===== src/rtl/spi_adc_responder.sv =====
// SPI slave that mimics a 2-channel 10-bit ADC (MCP3002-style command frame).
// All SPI pins are resynchronized into sysclk and acted on at detected edges.
module spi_adc_responder (
  input  logic       sysclk,
  input  logic       rst_n,
  input  logic [9:0] sample_ch0,
  input  logic [9:0] sample_ch1,
  input  logic       adc_cs,
  input  logic       adc_sck,
  input  logic       sdata_to_adc,
  output logic       sdata_from_adc,
  output logic       channel_sel,
  output logic       frame_done,
  output logic       frame_err
);

  typedef enum logic [2:0] {
    S_IDLE, S_WAIT, S_CFG, S_NULL, S_DATA, S_LSBF, S_TAIL
  } state_t;

  state_t     r_state, w_state_nxt;

  logic       r_cs_s1, r_cs_s2, r_cs_d;
  logic       r_sck_s1, r_sck_s2, r_sck_d;
  logic       r_din_s1, r_din_s2;
  logic [1:0] r_init;
  logic       r_arm;

  logic [3:0] r_cnt, w_cnt_nxt;
  logic       r_sgl, w_sgl_nxt;
  logic       r_odd, w_odd_nxt;
  logic       r_msbf, w_msbf_nxt;
  logic [9:0] r_res, w_res_nxt;
  logic       r_dout, w_dout_nxt;
  logic       r_chsel, w_chsel_nxt;
  logic       r_started, w_started_nxt;
  logic       r_b0, w_b0_nxt;
  logic       r_done, w_done_nxt;
  logic       r_err, w_err_nxt;

  logic       w_cs_fall, w_cs_rise;
  logic       w_sck_rise, w_sck_fall;
  logic [9:0] w_d01, w_d10, w_pick;

  always_ff @(posedge sysclk or negedge rst_n) begin
    if (!rst_n) begin
      r_cs_s1  <= 1'b1;
      r_cs_s2  <= 1'b1;
      r_cs_d   <= 1'b1;
      r_sck_s1 <= 1'b0;
      r_sck_s2 <= 1'b0;
      r_sck_d  <= 1'b0;
      r_din_s1 <= 1'b0;
      r_din_s2 <= 1'b0;
      r_init   <= 2'b00;
      r_arm    <= 1'b0;
    end else begin
      r_cs_s1  <= adc_cs;
      r_cs_s2  <= r_cs_s1;
      r_cs_d   <= r_cs_s2;
      r_sck_s1 <= adc_sck;
      r_sck_s2 <= r_sck_s1;
      r_sck_d  <= r_sck_s2;
      r_din_s1 <= sdata_to_adc;
      r_din_s2 <= r_din_s1;
      r_init   <= {r_init[0], 1'b1};
      r_arm    <= r_arm | (r_init[1] & r_cs_s2);
    end
  end

  // A CS low held through reset is not a frame start: arm only after real CS high.
  assign w_cs_fall  = r_arm & r_cs_d & ~r_cs_s2;
  assign w_cs_rise  = ~r_cs_d & r_cs_s2;
  assign w_sck_rise = ~r_sck_d & r_sck_s2;
  assign w_sck_fall = r_sck_d & ~r_sck_s2;

  assign w_d01 = (sample_ch0 > sample_ch1) ?
                 (sample_ch0 - sample_ch1) : 10'd0;
  assign w_d10 = (sample_ch1 > sample_ch0) ?
                 (sample_ch1 - sample_ch0) : 10'd0;
  assign w_pick = r_sgl ?
                  (r_odd ? sample_ch1 : sample_ch0) :
                  (r_odd ? w_d10 : w_d01);

  always_ff @(posedge sysclk or negedge rst_n) begin
    if (!rst_n) r_state <= S_IDLE;
    else        r_state <= w_state_nxt;
  end

  always_comb begin
    w_state_nxt = r_state;
    if (w_cs_rise) begin
      w_state_nxt = S_IDLE;
    end else begin
      unique case (r_state)
        S_IDLE: if (w_cs_fall) w_state_nxt = S_WAIT;
        S_WAIT: if (w_sck_rise && r_din_s2) w_state_nxt = S_CFG;
        S_CFG:  if (w_sck_rise && r_cnt == 4'd2) w_state_nxt = S_NULL;
        S_NULL: if (w_sck_fall) w_state_nxt = S_DATA;
        S_DATA: if (w_sck_fall && r_cnt == 4'd0)
                  w_state_nxt = r_msbf ? S_TAIL : S_LSBF;
        S_LSBF: if (w_sck_fall && r_cnt == 4'd9) w_state_nxt = S_TAIL;
        S_TAIL: w_state_nxt = S_TAIL;
        default: w_state_nxt = S_IDLE;
      endcase
    end
  end

  always_comb begin
    w_cnt_nxt     = r_cnt;
    w_sgl_nxt     = r_sgl;
    w_odd_nxt     = r_odd;
    w_msbf_nxt    = r_msbf;
    w_res_nxt     = r_res;
    w_dout_nxt    = r_dout;
    w_chsel_nxt   = r_chsel;
    w_started_nxt = r_started;
    w_b0_nxt      = r_b0;
    w_done_nxt    = 1'b0;
    w_err_nxt     = 1'b0;
    if (w_cs_rise) begin
      w_dout_nxt    = 1'b0;
      w_done_nxt    = r_b0;
      w_err_nxt     = r_started & ~r_b0;
      w_started_nxt = 1'b0;
      w_b0_nxt      = 1'b0;
    end else begin
      unique case (r_state)
        S_IDLE: w_dout_nxt = 1'b0;
        S_WAIT: begin
          w_dout_nxt = 1'b0;
          if (w_sck_rise && r_din_s2) begin
            w_started_nxt = 1'b1;
            w_cnt_nxt     = 4'd0;
          end
        end
        S_CFG: begin
          w_dout_nxt = 1'b0;
          if (w_sck_rise) begin
            w_cnt_nxt = r_cnt + 4'd1;
            if (r_cnt == 4'd0) begin
              w_sgl_nxt = r_din_s2;
            end else if (r_cnt == 4'd1) begin
              w_odd_nxt = r_din_s2;
            end else begin
              w_msbf_nxt  = r_din_s2;
              w_res_nxt   = w_pick;
              w_chsel_nxt = r_odd;
            end
          end
        end
        S_NULL: begin
          if (w_sck_fall) begin
            w_dout_nxt = 1'b0;
            w_cnt_nxt  = 4'd9;
          end
        end
        S_DATA: begin
          if (w_sck_fall) begin
            w_dout_nxt = r_res[r_cnt];
            if (r_cnt == 4'd0) begin
              w_b0_nxt  = 1'b1;
              w_cnt_nxt = 4'd1;
            end else begin
              w_cnt_nxt = r_cnt - 4'd1;
            end
          end
        end
        S_LSBF: begin
          if (w_sck_fall) begin
            w_dout_nxt = r_res[r_cnt];
            w_cnt_nxt  = r_cnt + 4'd1;
          end
        end
        S_TAIL: if (w_sck_fall) w_dout_nxt = 1'b0;
        default: w_dout_nxt = 1'b0;
      endcase
    end
  end

  always_ff @(posedge sysclk or negedge rst_n) begin
    if (!rst_n) begin
      r_cnt     <= 4'd0;
      r_sgl     <= 1'b0;
      r_odd     <= 1'b0;
      r_msbf    <= 1'b0;
      r_res     <= 10'd0;
      r_dout    <= 1'b0;
      r_chsel   <= 1'b0;
      r_started <= 1'b0;
      r_b0      <= 1'b0;
      r_done    <= 1'b0;
      r_err     <= 1'b0;
    end else begin
      r_cnt     <= w_cnt_nxt;
      r_sgl     <= w_sgl_nxt;
      r_odd     <= w_odd_nxt;
      r_msbf    <= w_msbf_nxt;
      r_res     <= w_res_nxt;
      r_dout    <= w_dout_nxt;
      r_chsel   <= w_chsel_nxt;
      r_started <= w_started_nxt;
      r_b0      <= w_b0_nxt;
      r_done    <= w_done_nxt;
      r_err     <= w_err_nxt;
    end
  end

  assign sdata_from_adc = r_dout;
  assign channel_sel    = r_chsel;
  assign frame_done     = r_done;
  assign frame_err      = r_err;

endmodule


===== config.mk =====
export PLATFORM = sky130hd
export DESIGN_NAME = spi_adc_responder
export DESIGN_NICKNAME = d
export VERILOG_FILES = /design/src/rtl/spi_adc_responder.sv
export SDC_FILE = /design/constraint.sdc
export NUM_CORES = 1
export LEC_CHECK = 0
export CAP_MARGIN = 20
export CORE_MARGIN = 10
export CORE_UTILIZATION = 63
export DETAILED_ROUTE_END_ITERATION = 7
export HOLD_SLACK_MARGIN = 0.02
export PLACE_DENSITY_LB_ADDON = 0.15
export SLEW_MARGIN = 20
export SYNTH_ARGS = -nofsm -noshare
export SYNTH_HDL_FRONTEND = slang
export SYNTH_SLANG_ARGS = --single-unit

===== constraint.sdc =====
create_clock -name sysclk -period 5.5 [get_ports sysclk]
set_clock_uncertainty 0.1 [all_clocks]
set_input_delay 0.825 -clock sysclk [delete_from_list [all_inputs] [get_ports sysclk]]
set_output_delay 0.825 -clock sysclk [all_outputs]
set_load 0.005 [all_outputs]

[After elaboration in Yosys (flattened, before gate mapping)]
Cells that the tools add are included.
Storage, ports and cells
  flip-flop bits (word level): 37
  bits in latches: 0
  bits in writable memories: 0
  memory bits (read-only): 0
  input port bits: 25
  output and inout bits: 4
  word-level logic and storage cells: 125
  memories: 0
Cells by class
  $add $sub $neg: 4
  $mul: 0
  divide/modulo/power cells: 0
  $lt $le $gt $ge: 3
  eq/ne operators: 22
  shifts and indexed selects: 0
  multiplexer cells: 36
  bitwise logic cells: 16
  reductions and logical operators: 22
Operators with widths (number)
  2-to-1 mux 10 bit: 5
  2-to-1 mux 4 bit: 6
  2-to-1 mux 3 bit: 7
  one-hot mux 3 bit (7 select lines): 1
  greater-than comparator 10 bit: 2
  one-hot mux 4 bit (5 select lines): 1
  subtractor 10 bit: 2
  != test 3 bit, second input constant: 6
  2-to-1 mux 1 bit: 13
  != test 2 bit, second input constant: 5
  AND reduction 5 bit: 2
  nonzero test 2 bit: 5
  == test 3 bit, second input constant: 3
  inverter 1 bit: 8
  bitwise AND 1 bit: 7
  AND reduction 7 bit: 1
  == test 3 x 2 -> 1 bit, second input constant: 2
  != test 3 x 1 -> 1 bit, second input constant: 2
  AND reduction 6 bit: 1
  less-than comparator 4 x 5 -> 1 bit, second input constant: 1
  nonzero test 5 bit: 1
  adder 4 x 1 -> 4 bit, second input constant: 1
  binary-select mux 1 bit (select 4 bit): 1
  == test 4 x 1 -> 1 bit, second input constant: 1
  14 further kinds: 19

[Longest topological paths before layout]
  depth after elaboration: 6
  depth in mapped cells: 11
  depth with buffers taken out: 10

[Worst setup path after synthesis]
No wires, ideal clock.
  kind: input to register
  start: input port sample_ch1[0]
  end: register r_res[8]
  library setup time: 0.123 ns
  arrival time: 2.538 ns
  slack: 2.739 ns
  stages on the path: 11
  path buffers: 1
  cell sequence: inv_1 ha_1 inv_1 fa_1 a21o_1 a221oi_2 o21ai_1 and3b_1 buf_6 a221oi_2 nor2_1
On the way
  cells in the longest elaborated chain, start to end: 4
  elaborated cells on any way between the ends: 8
  classes of those cells: add/sub (2); order compare (2); mux (4)
RTL lines
  start: declaration: line 7  | input logic [9:0] sample_ch1,
  subtractor 10 bit (tied with other cells): line 78  | (sample_ch0 - sample_ch1) : 10'd0;
  2-to-1 mux 10 bit (on tied branches): line 77, 79
  2-to-1 mux 10 bit *: line 83  | (r_odd ? w_d10 : w_d01);
  2-to-1 mux 10 bit *: line 81  | assign w_pick = r_sgl ?
  end signal: assignment: line 199  | r_res <= w_res_nxt;
  end: declaration: line 33  | logic [9:0] r_res, w_res_nxt;
Mark *: on every way between the ends. The rest lies on a longest branch, timed or not.
A chain may end at the register's enable or synchronous reset.

[Worst setup path after layout]
  start: input port sample_ch0[6]
  end: register r_res[4]
On the way
  cells in the longest elaborated chain, start to end: 4
  elaborated cells on any way between the ends: 6
  classes of those cells: order compare (2); mux (4)
RTL lines
  start: declaration: line 6  | input logic [9:0] sample_ch0,
  greater-than comparator 10 bit (on tied branches): line 77, 79
  2-to-1 mux 10 bit (on tied branches): line 77, 79
  2-to-1 mux 10 bit *: line 83
  2-to-1 mux 10 bit *: line 81
Marked as above.

==> metrics.txt <==
status=completed; Starting Density=0.652; Worst EP required=around 5.6 ns; Achievable Freq=around 0.3 GHz; nets@finish=between 400 and 500; Setup TNS=0 ns; Max-cap violations=0; period utilization=0.590; Vias=2640; largest net degree at the start of global routing=38; global route overflow=0; FF-to-FF setup slack=around 2.7 ns; Synth top cells by count=a21oi_1, dfrtp_1, inv_1, ha_1, o21ai_0; peak supply drop=~0.00021 V; unrepaired setup endpoints after global routing=no; CTS tree=done; critical path data arrival time=3.30 ns; Unique masters post-synth=60; Tmin final=~3.2 ns; Worst Setup End Kind=flip-flop; vias in the first global route=~2500; Synth area leader=dfrtp_1; R2R cell count=7; share of layout cells above drive strength 1=0.0842; Worst-path clk slew=0.07 ns; residual DRC count=0; #FFs+latches synth=37; Die Height=90.2 um; static leakage=roughly 1.5 nW; Critical R2R Launch=r_cnt[0]; fin util=0.717; initial detailed-routing violation count=180; dpl hpwl=around 5000 um; CP delay by family, top=simple AND/OR/NAND/NOR gates; Post-Layout Inst Area=3410 um^2; chip width=between 90 and 100 um; post-placement setup slack=1.99 ns; port bufs=28; synthesized area=approximately 3100 um^2; Detailed Routing Iterations Pass 1=5; RD Place Congestion=just under 0.9; EDFF count, synth=0; placed cell area=approximately 3300 um^2; register area share after synthesis=0.300; Hold WS=approximately 0.25 ns; hold wc startpoint=r_din_s1; Post-Route WL=a little under 7000 um; crit-path cells=clkdlybuf4s50_1, inv_1, ha_1, nand4_1, nor3b_1, and3b_1, a22oi_1, a21oi_1; CTS H-tree lvls=2; Critical Setup Path Class=input pin to flip-flop; Yosys top cell area share=0.274; Layout area overhead=9.89%; DIE AREA=8130 um^2; Mapped Cells=between 300 and 400; synth top area cells=dfrtp_1, ha_1, a21oi_1; cts bufs inserted=5; Hold/Removal Path Class=flip-flop to flip-flop; asr flop ratio synth=1.00; # hold bufs at CTS=0; Core Rows=25; Hold Path Cell Cnt=0; Resized Gates After CTS=0; count leader, synth=a21oi_1; root buffer cell=clkbuf_8; total core area=4750 um^2; GRT Overall Usage=0.166; power density over the cells=306 nW/um^2; global-route wire length before repair=11600 um; worst slew pin tran=0.794 ns; Ant. Diodes=0; max_slew headroom=0.471; largest fanout on the critical path=13; via/cell ratio=slightly above 6; Slew Viols, Final=0; final setup margin=roughly 2.3 ns; startpoint types=input pin; Yosys warnings=0; initial antenna violation count=0; IO Pins=29; Avg Inst Size Synth=between 8 and 9 um^2; syn_nets=roughly 400; worst-skew pair later-pin latency=0.29 ns; clock sink count=37; main flop type after synthesis=dfrtp_1; post-route ant nets=0; Hold Path End=r_din_s2; Max stage delay on crit path=0.53 ns; clk buf depth=2; Worst path slowest cell=ha_1; Hold Violations, Final=0; setup bufs post-CTS=0; drt wl/cell=between 15 and 20 um; Finish-stage setup viols=0; Buf/Inv on CP=2; r2r endpoint=r_res[2]
[power by group]
part / internal [mW] / switching [mW] / leakage, nW
logic: 0.202 / 0.216 / 0.955
clock network: 0.0897 / 0.0982 / 0.0445
registers: 0.334 / 0.101 / 0.463
[cell families after synthesis]
group,synth area share
AO/OA/AOI/OAI,0.243
multiplexers,0.0678
AND/OR/NAND/NOR,0.163
flip-flops,0.300
XOR/XNOR,0.0367
buffers and inverters,0.0787
other,0.00121
adder cells (fa/ha/maj),0.110
[layout make-up]
type	instances	area [um^2]
clock buffers	5	68.8
clock inverters	3	21.3
fillers	386	1350
inverters	27	101
multi-input cells	268	1930
flip-flops and latches	37	930
well taps	67	83.8
repair buffers	28	275
[placed cells by master (no fill, tap or decap), types with 7 or more instances in the layout]
cell             Yosys  final
a21oi_1             43     43
dfrtp_1             34     34
inv_1               27     27
clkdlybuf4s50_1      0     27
o21ai_0             24     24
ha_1                24     24
nor2_1              23     23
nand2_1             16     16
mux2i_1             12     12
nand3_1              9      9
nand2b_1             7      7
a21o_1               7      7
xnor2_1              7      7
[worst max path at each step]
stage,from,to,slack [ns],cells after the start
floorplan,sample_ch1[0],r_res[8],2.74,11
global placement,sample_ch0[6],r_res[4],2.09,8
detailed placement,sample_ch0[6],r_res[4],1.99,8
CTS,sample_ch0[6],r_res[4],2.29,8
global route,sample_ch0[6],r_res[4],2.09,8
finish,sample_ch0[6],r_res[4],2.26,8
[stage by stage]
stage               cells  power, mW
floorplan             356      0.761
global placement      427      0.842
detailed placement    427      0.853
global route          435       1.13
finish                435       1.04
CTS                   435       1.04
[state kept, by name, summed over array words and instances (netlist names), 2 cells and up]
register and cells:
r_state 3, r_init 2, r_cnt 4, r_res 10
[layer usage]
layer | up-vias | part of all wire | track usage
met4 | 0 | 0.0054 | 0.0385
met2 | 88 | 0.47 | 0.258
met3 | 4 | 0.061 | 0.0291
met5 | - | 0 | 0
met1 | 1242 | 0.47 | 0.232
li1 | 1306 | - | -
No activity file was read; power rests on OpenSTA's default activity.
